<file path="config.mk">
export PLATFORM = sky130hd
export DESIGN_NAME = pipelined_elementwise_multiplier
export DESIGN_NICKNAME = d
export VERILOG_FILES = /design/src/rtl/pemul_pkg.sv /design/src/rtl/pemul_lane.sv /design/src/rtl/pipelined_elementwise_multiplier.sv
export SDC_FILE = /design/constraint.sdc
export NUM_CORES = 1
export LEC_CHECK = 0
export ABC_CLOCK_PERIOD_IN_PS = 9600
export CAP_MARGIN = 40
export CORE_MARGIN = 3
export CORE_UTILIZATION = 66
export DETAILED_ROUTE_END_ITERATION = 6
export PLACE_DENSITY = 0.93
export SYNTH_ARGS = -nofsm -noshare
export SYNTH_HDL_FRONTEND = slang
export SYNTH_SLANG_ARGS = --single-unit
export TNS_END_PERCENT = 1
</file>
<file path="constraint.sdc">
create_clock -name clk -period 9.6 [get_ports clk]
set_input_delay 1.44 -clock clk [delete_from_list [all_inputs] [get_ports clk]]
set_output_delay 1.44 -clock clk [all_outputs]
set_load 0.02 [all_outputs]
</file>
<file path="src/rtl/pemul_pkg.sv">
// rtl/pemul_pkg.sv - lane offset helpers, sum width and lane multiply function for pipelined_elementwise_multiplier
package pemul_pkg;

    // Widest operand lane_mul can handle; callers zero-pad narrower operands.
    localparam int MAX_N = 32;

    // Bit offset of lane `lane` inside a packed operand bus of n-bit lanes.
    function automatic int op_lo(input int lane, input int n);
        return lane * n;
    endfunction

    // Bit offset of lane `lane` inside a packed result bus of 2n-bit lanes.
    function automatic int res_lo(input int lane, input int n);
        return lane * 2 * n;
    endfunction

    // Width of the optional cross-lane sum: one product plus carry growth.
    function automatic int sum_w(input int n, input int lanes);
        return 2 * n + $clog2(lanes);
    endfunction

    // Product of the low n bits of a and b. Both operands are extended to the
    // full product width according to the mode, so the low 2n bits of the
    // wide product are the exact signed or unsigned result.
    function automatic logic [2*MAX_N-1:0] lane_mul(input logic [MAX_N-1:0] a,
                                                    input logic [MAX_N-1:0] b,
                                                    input logic is_signed,
                                                    input int n);
        logic [2*MAX_N-1:0] ext_mask;
        logic [2*MAX_N-1:0] ea;
        logic [2*MAX_N-1:0] eb;
        logic [MAX_N-1:0]   sa;
        logic [MAX_N-1:0]   sb;
        ext_mask = {(2*MAX_N){1'b1}} << n;
        sa = a >> (n - 1);
        sb = b >> (n - 1);
        ea = {{MAX_N{1'b0}}, a};
        eb = {{MAX_N{1'b0}}, b};
        if (is_signed && sa[0]) ea = ea | ext_mask;
        if (is_signed && sb[0]) eb = eb | ext_mask;
        return ea * eb;
    endfunction

endpackage

</file>
<file path="src/rtl/pemul_lane.sv">
// rtl/pemul_lane.sv - one multiplier lane: operand register, product and result pipeline (optional raw port under PEMUL_LANE_SUM_EN)
module pemul_lane
    import pemul_pkg::*;
#(
    parameter int N      = 8,
    parameter int STAGES = 2
) (
    input  logic              clk,
    input  logic              rst_n,
    input  logic              adv,
    input  logic [STAGES-1:0] ld_valid,
    input  logic              mode,
    input  logic [N-1:0]      a,
    input  logic [N-1:0]      b,
`ifdef PEMUL_LANE_SUM_EN
    output logic [2*N-1:0]    raw,
`endif
    output logic [2*N-1:0]    prod
);

    localparam int PR_N = (STAGES > 1) ? STAGES - 1 : 1;

    logic [N-1:0]                a_q;
    logic [N-1:0]                b_q;
    logic [2*N-1:0]              mul0;
    logic [PR_N-1:0][2*N-1:0]    pr;
    logic [STAGES-1:0][2*N-1:0]  src;

    // Stage 0: capture operands only for a valid incoming beat.
    always_ff @(posedge clk or negedge rst_n) begin
        if (!rst_n) begin
            a_q <= '0;
            b_q <= '0;
        end else if (adv && ld_valid[0]) begin
            a_q <= a;
            b_q <= b;
        end
    end

    assign mul0 = (2*N)'(lane_mul(MAX_N'(a_q), MAX_N'(b_q), mode, N));

`ifdef PEMUL_LANE_SUM_EN
    assign raw = mul0;
`endif

    // src[k] is the value entering stage k+1; src[STAGES-1] is the lane output.
    always_comb begin
        src[0] = mul0;
        for (int k = 1; k < STAGES; k++) begin
            src[k] = pr[k-1];
        end
    end

    // Product pipeline: each register loads only when its incoming beat is valid.
    always_ff @(posedge clk or negedge rst_n) begin
        if (!rst_n) begin
            pr <= '0;
        end else begin
            for (int j = 0; j < STAGES - 1; j++) begin
                if (adv && ld_valid[j+1]) pr[j] <= src[j];
            end
        end
    end

    assign prod = src[STAGES-1];

endmodule

</file>
<file path="src/rtl/pipelined_elementwise_multiplier.sv">
// rtl/pipelined_elementwise_multiplier.sv - multi-lane pipelined multiplier with valid/ready handshake; PEMUL_LANE_SUM_EN adds out_sum
module pipelined_elementwise_multiplier
    import pemul_pkg::*;
#(
    parameter int N      = 8,
    parameter int LANES  = 4,
    parameter int STAGES = 2,
    parameter int CNT_W  = 16
) (
    input  logic                   clk,
    input  logic                   rst_n,
    input  logic                   in_valid,
    output logic                   in_ready,
    input  logic                   in_signed,
    input  logic [N*LANES-1:0]     in_a,
    input  logic [N*LANES-1:0]     in_b,
    output logic                   out_valid,
    input  logic                   out_ready,
    output logic [2*N*LANES-1:0]   out_result,
    output logic [CNT_W-1:0]       out_count
`ifdef PEMUL_LANE_SUM_EN
    ,
    output logic [2*N+$clog2(LANES)-1:0] out_sum
`endif
);

    logic              adv;
    logic              mode_q;
    logic [STAGES-1:0] v;
    logic [STAGES-1:0] ld_valid;

    // One global enable: the whole pipe moves unless a full output is stalled.
    assign adv       = out_ready | ~out_valid;
    assign in_ready  = adv;
    assign out_valid = v[STAGES-1];

    // ld_valid[k] is the valid bit arriving at stage k on the next advance.
    always_comb begin
        ld_valid[0] = in_valid;
        for (int k = 1; k < STAGES; k++) begin
            ld_valid[k] = v[k-1];
        end
    end

    // Valid chain: always shifts on advance, bubbles included.
    always_ff @(posedge clk or negedge rst_n) begin
        if (!rst_n) begin
            v <= '0;
        end else if (adv) begin
            v <= ld_valid;
        end
    end

    // Stage-0 mode bit travels with the operands; all lanes share it.
    always_ff @(posedge clk or negedge rst_n) begin
        if (!rst_n) begin
            mode_q <= 1'b0;
        end else if (adv && in_valid) begin
            mode_q <= in_signed;
        end
    end

`ifdef PEMUL_LANE_SUM_EN
    localparam int SUM_W = sum_w(N, LANES);
    localparam int PR_N  = (STAGES > 1) ? STAGES - 1 : 1;
    logic [LANES*2*N-1:0]         raw_all;
    logic [STAGES-1:0][SUM_W-1:0] sum_src;
    logic [PR_N-1:0][SUM_W-1:0]   sum_pr;
`endif

    for (genvar i = 0; i < LANES; i++) begin : g_lane
        localparam int OL = op_lo(i, N);
        localparam int RL = res_lo(i, N);
        pemul_lane #(
            .N      (N),
            .STAGES (STAGES)
        ) u_lane (
            .clk      (clk),
            .rst_n    (rst_n),
            .adv      (adv),
            .ld_valid (ld_valid),
            .mode     (mode_q),
            .a        (in_a[OL +: N]),
            .b        (in_b[OL +: N]),
`ifdef PEMUL_LANE_SUM_EN
            .raw      (raw_all[RL +: 2*N]),
`endif
            .prod     (out_result[RL +: 2*N])
        );
    end

`ifdef PEMUL_LANE_SUM_EN
    // Cross-lane sum of the fresh products, extended per the beat's mode, then piped like a lane.
    always_comb begin
        sum_src[0] = '0;
        for (int i = 0; i < LANES; i++) begin
            if (mode_q) sum_src[0] = sum_src[0] + SUM_W'($signed(raw_all[i*2*N +: 2*N]));
            else        sum_src[0] = sum_src[0] + SUM_W'(raw_all[i*2*N +: 2*N]);
        end
        for (int k = 1; k < STAGES; k++) begin
            sum_src[k] = sum_pr[k-1];
        end
    end

    // Sum pipeline registers, aligned with the lane product registers.
    always_ff @(posedge clk or negedge rst_n) begin
        if (!rst_n) begin
            sum_pr <= '0;
        end else begin
            for (int j = 0; j < STAGES - 1; j++) begin
                if (adv && ld_valid[j+1]) sum_pr[j] <= sum_src[j];
            end
        end
    end

    assign out_sum = sum_src[STAGES-1];
`endif

    // Completed-beat counter, wraps naturally.
    always_ff @(posedge clk or negedge rst_n) begin
        if (!rst_n) begin
            out_count <= '0;
        end else if (out_valid && out_ready) begin
            out_count <= out_count + CNT_W'(1);
        end
    end

endmodule

</file>
==> summary.md <==
Yosys
- 0.185 — sequential fraction of the synthesis area
- 0 — number of enable flip-flop cells after synthesis
- 19900 um2 — post-synth design cell area
- 0.279 — Synth top area share
- 1.00 — async set or reset register ratio after synthesis
- 2094 — cell count after synthesis
- sky130_fd_sc_hd__dfrtp_1 — dominant synthesized flop cell
- sky130_fd_sc_hd__fa_1 (28%), sky130_fd_sc_hd__dfrtp_1 (18%), sky130_fd_sc_hd__ha_1 (13%) — top area cells in the synthesized netlist
- 9.50 um2 — Post-Synthesis Mean Instance Area
- sky130_fd_sc_hd__fa_1 — cell accounting for the most synthesized area
- 2652 — net count after synthesis
- 0 — warnings from Yosys
- 51 — Netlist cell types
- 147 — flip-flop and latch count after synthesis

GRT
- 0 — antenna violations before repair
- 0.298 — total global-route track usage
- 78200 um — global-route wire length before repair
- 15900 — vias in the first global route
- 95 — pin count of the biggest net entering global routing
- 0 — Remaining Overflow, GRT

Die
- 180 um — die width
- 29200 um2 — Placeable Area
- 151 — Top-Level Pins
- 62 — Rows
- 32200 um2 — total die area
- 0.682 — effective utilization at floorplan
- 180 um — height of the die

Detailed routing
- 18.1 um — routed length per instance
- 0 — antenna violation net count after detailed routing
- 5.64 — via/cell ratio
- 7 — First-pass DRT Iterations
- 0 — post-detailed-route DRC marker count
- 761 — starting DRC count in detailed routing
- 46600 um — drt total wl
- 14600 — routed via count

Run
- 0 — reported max-cap violation count

STA
- 0 — number of pins with negative max-slew slack in the final report
- 0 ps — total negative setup slack
- 6360 ps — final critical path time including I/O delays and setup
- 0 — final hold viol count
- 476 ps — Worst Hold Margin
- 977 ps — transition at the pin with the smallest max-transition slack
- 0.662 — crit share post-route
- 10.1 ps — Clock Skew
- 157 MHz — highest clock frequency the design can meet
- 0 — total setup violations reported at the end of the flow
- false — unrepaired setup endpoints after global routing
- 0.349 — tightest slew margin relative to the limit

CTS
- 2 — Max clock buf depth
- 17 — number of buffers created by CTS
- 440 ps — clock latency reported for the late side of the worst-skew pair
- done — CTS tree
- 0 — setup bufs post-CTS
- 4 — H-tree depth
- 70 ps — CTS clk-pin slew, worst paths
- 0 — hold buffer count at cts
- 0 — post-cts resize count
- sky130_fd_sc_hd__clkbuf_16 — Clk Tree Root Cell
- 147 — sinks on the clock net

Place
- 150 — PortBufs
- 21600 um2 — instance area after placement
- 35400 um — placed wire-length estimate after detailed placement
- 0.935 — weighted congestion at the end of routability-driven global placement

Layout
- 0.0546 — share of cells above drive strength 1
- 2741 — number of nets in the layout
- 11.9% — synthesis-to-layout area growth
- 0 — Diodes inserted
- sky130_fd_sc_hd__inv_1 — leading cell type in the layout, fill and taps excluded
- sky130_fd_sc_hd__inv_1 (440), sky130_fd_sc_hd__fa_1 (277), sky130_fd_sc_hd__and2_1 (213) — commonest cells after routing, fill and taps aside
- 22200 um2 — post-route cell area

Setup path
- flop — Worst Setup Start Kind
- 9970 ps — Required @ worst endpoint
- 6730 ps — arrival time at the worst endpoint
- 29 — Crit Path Max Fanout
- flop — type of destination of the critical path
- reg -> reg — Critical Setup Path Class

Min path
- reg -> reg — class of the tightest hold or removal check

Status
- complete, no violations — run status

-- critical path, stage by stage, from the launching register on --
cell                      delay [ps]
sky130_fd_sc_hd__dfrtp_1         690
sky130_fd_sc_hd__buf_4           400
sky130_fd_sc_hd__and3_1          270
sky130_fd_sc_hd__fa_1            590
sky130_fd_sc_hd__inv_1           140
sky130_fd_sc_hd__fa_1            500
sky130_fd_sc_hd__inv_1            60
sky130_fd_sc_hd__fa_1            520
sky130_fd_sc_hd__inv_1            60
sky130_fd_sc_hd__fa_1            530
sky130_fd_sc_hd__inv_1            50
sky130_fd_sc_hd__fa_1            470
sky130_fd_sc_hd__inv_1            50
sky130_fd_sc_hd__fa_1            480
sky130_fd_sc_hd__inv_1            40
sky130_fd_sc_hd__ha_1            350
sky130_fd_sc_hd__a21o_1          200
sky130_fd_sc_hd__a21o_1          120
sky130_fd_sc_hd__a21o_1          120
sky130_fd_sc_hd__a21oi_1          80
sky130_fd_sc_hd__or4_1           460
sky130_fd_sc_hd__nand3_1          90
-- cell type report --
type	count	area [um2]
well taps	384	480
flip-flops and latches	147	3680
inverters	440	1650
multi-input cells	1421	14200
clock inverters	12	154
fillers	1890	6920
clock buffers	20	457
repair buffers	156	1590
-- synthesized netlist by cell type, types with 2 or more instances --
| cell type | n |
|---|---|
| sky130_fd_sc_hd__dfrtp_1 | 147 |
| sky130_fd_sc_hd__nor3_1 | 4 |
| sky130_fd_sc_hd__nand3_1 | 19 |
| sky130_fd_sc_hd__nor2_1 | 38 |
| sky130_fd_sc_hd__and2_1 | 213 |
| sky130_fd_sc_hd__a31o_2 | 6 |
| sky130_fd_sc_hd__mux2_2 | 66 |
| sky130_fd_sc_hd__ha_1 | 212 |
| sky130_fd_sc_hd__clkbuf_1 | 77 |
| sky130_fd_sc_hd__xnor2_1 | 111 |
| sky130_fd_sc_hd__or2_2 | 2 |
| sky130_fd_sc_hd__a21o_1 | 21 |
| sky130_fd_sc_hd__and3_1 | 28 |
| sky130_fd_sc_hd__o41ai_1 | 2 |
| sky130_fd_sc_hd__nand2b_1 | 7 |
| sky130_fd_sc_hd__a211oi_1 | 2 |
| sky130_fd_sc_hd__and2_0 | 2 |
| sky130_fd_sc_hd__xor2_1 | 35 |
| sky130_fd_sc_hd__o31ai_1 | 2 |
| sky130_fd_sc_hd__nor3b_1 | 3 |
| sky130_fd_sc_hd__nand4_1 | 7 |
| sky130_fd_sc_hd__buf_2 | 3 |
| sky130_fd_sc_hd__buf_1 | 6 |
| sky130_fd_sc_hd__a2111oi_0 | 4 |
| sky130_fd_sc_hd__or3_1 | 8 |
| sky130_fd_sc_hd__xnor3_1 | 4 |
| sky130_fd_sc_hd__a21oi_1 | 27 |
| sky130_fd_sc_hd__and4b_1 | 2 |
| sky130_fd_sc_hd__a311oi_1 | 5 |
| sky130_fd_sc_hd__o211ai_1 | 4 |
| sky130_fd_sc_hd__o21ai_0 | 68 |
| sky130_fd_sc_hd__inv_1 | 440 |
| sky130_fd_sc_hd__o21a_1 | 8 |
| sky130_fd_sc_hd__o21bai_1 | 8 |
| sky130_fd_sc_hd__fa_1 | 277 |
| sky130_fd_sc_hd__or4_1 | 2 |
| sky130_fd_sc_hd__nand2_1 | 199 |
| sky130_fd_sc_hd__a2111oi_2 | 2 |
| sky130_fd_sc_hd__nor2b_1 | 2 |
| sky130_fd_sc_hd__a31oi_1 | 10 |
-- worst paths after layout --
| path | end | depth (start not counted) | slack (ps) | from |
|---|---|---|---|---|
| worst max-delay path | g_lane[2].u_lane.prod[14] | 21 | 3240 | mode_q |
| worst min-delay path | g_lane[2].u_lane.prod[3] | 2 | 480 | g_lane[2].u_lane.prod[3] |
| worst max register to register | g_lane[2].u_lane.prod[14] | 21 | 3240 | mode_q |
| worst min register to register | g_lane[2].u_lane.prod[3] | 2 | 480 | g_lane[2].u_lane.prod[3] |
| max in group asynchronous | g_lane[0].u_lane.b_q[7] | 3 | 7350 | rst_n |
| min in group asynchronous | g_lane[2].u_lane.b_q[4] | 1 | 1020 | rst_n |
-- state kept, by name, indices dropped and copies added, names as in the netlist --
| register | flops |
|---|---|
| out_count | 16 |
| g_lane.u_lane.b_q | 32 |
| g_lane.u_lane.prod | 64 |
| v | 2 |
| g_lane.u_lane.a_q | 32 |
| mode_q | 1 |
-- kinds of logic (layout without fill, tap and decap cells) --
family                   Yosys count  after routing  synth area share
flip-flops                       147            147             0.185
AO/OA/AOI/OAI                    176            176            0.0569
buffers and inverters            526            628            0.0995
adder cells (fa/ha/maj)          489            489             0.412
multiplexers                      66             66            0.0374
XOR/XNOR                         151            151            0.0697
AND/OR/NAND/NOR                  539            539             0.139
-- layer usage --
layer / GRT usage / vias to the layer above / part of all wire
met3: 0.0416 / 99 / 0.054
met4: 0.102 / 0 / 0.030
met5: 0 / - / 0
met2: 0.546 / 490 / 0.52
li1: - / 6603 / -
met1: 0.360 / 7362 / 0.39
-- stage by stage --
step | std cells | utilization | setup slack, ps
after floorplan | 2094 | - | 3850
after global placement | 2546 | 0.740 | 3570
final | 2580 | 0.763 | 3240
after detailed placement | 2548 | 0.742 | 3310
after global routing | 2580 | 0.763 | 2990
after CTS | 2580 | 0.763 | 3290
Power is left out: the tool's default activity adds up to more than one toggle a clock period on the data nets, which glitch-free logic cannot reach.
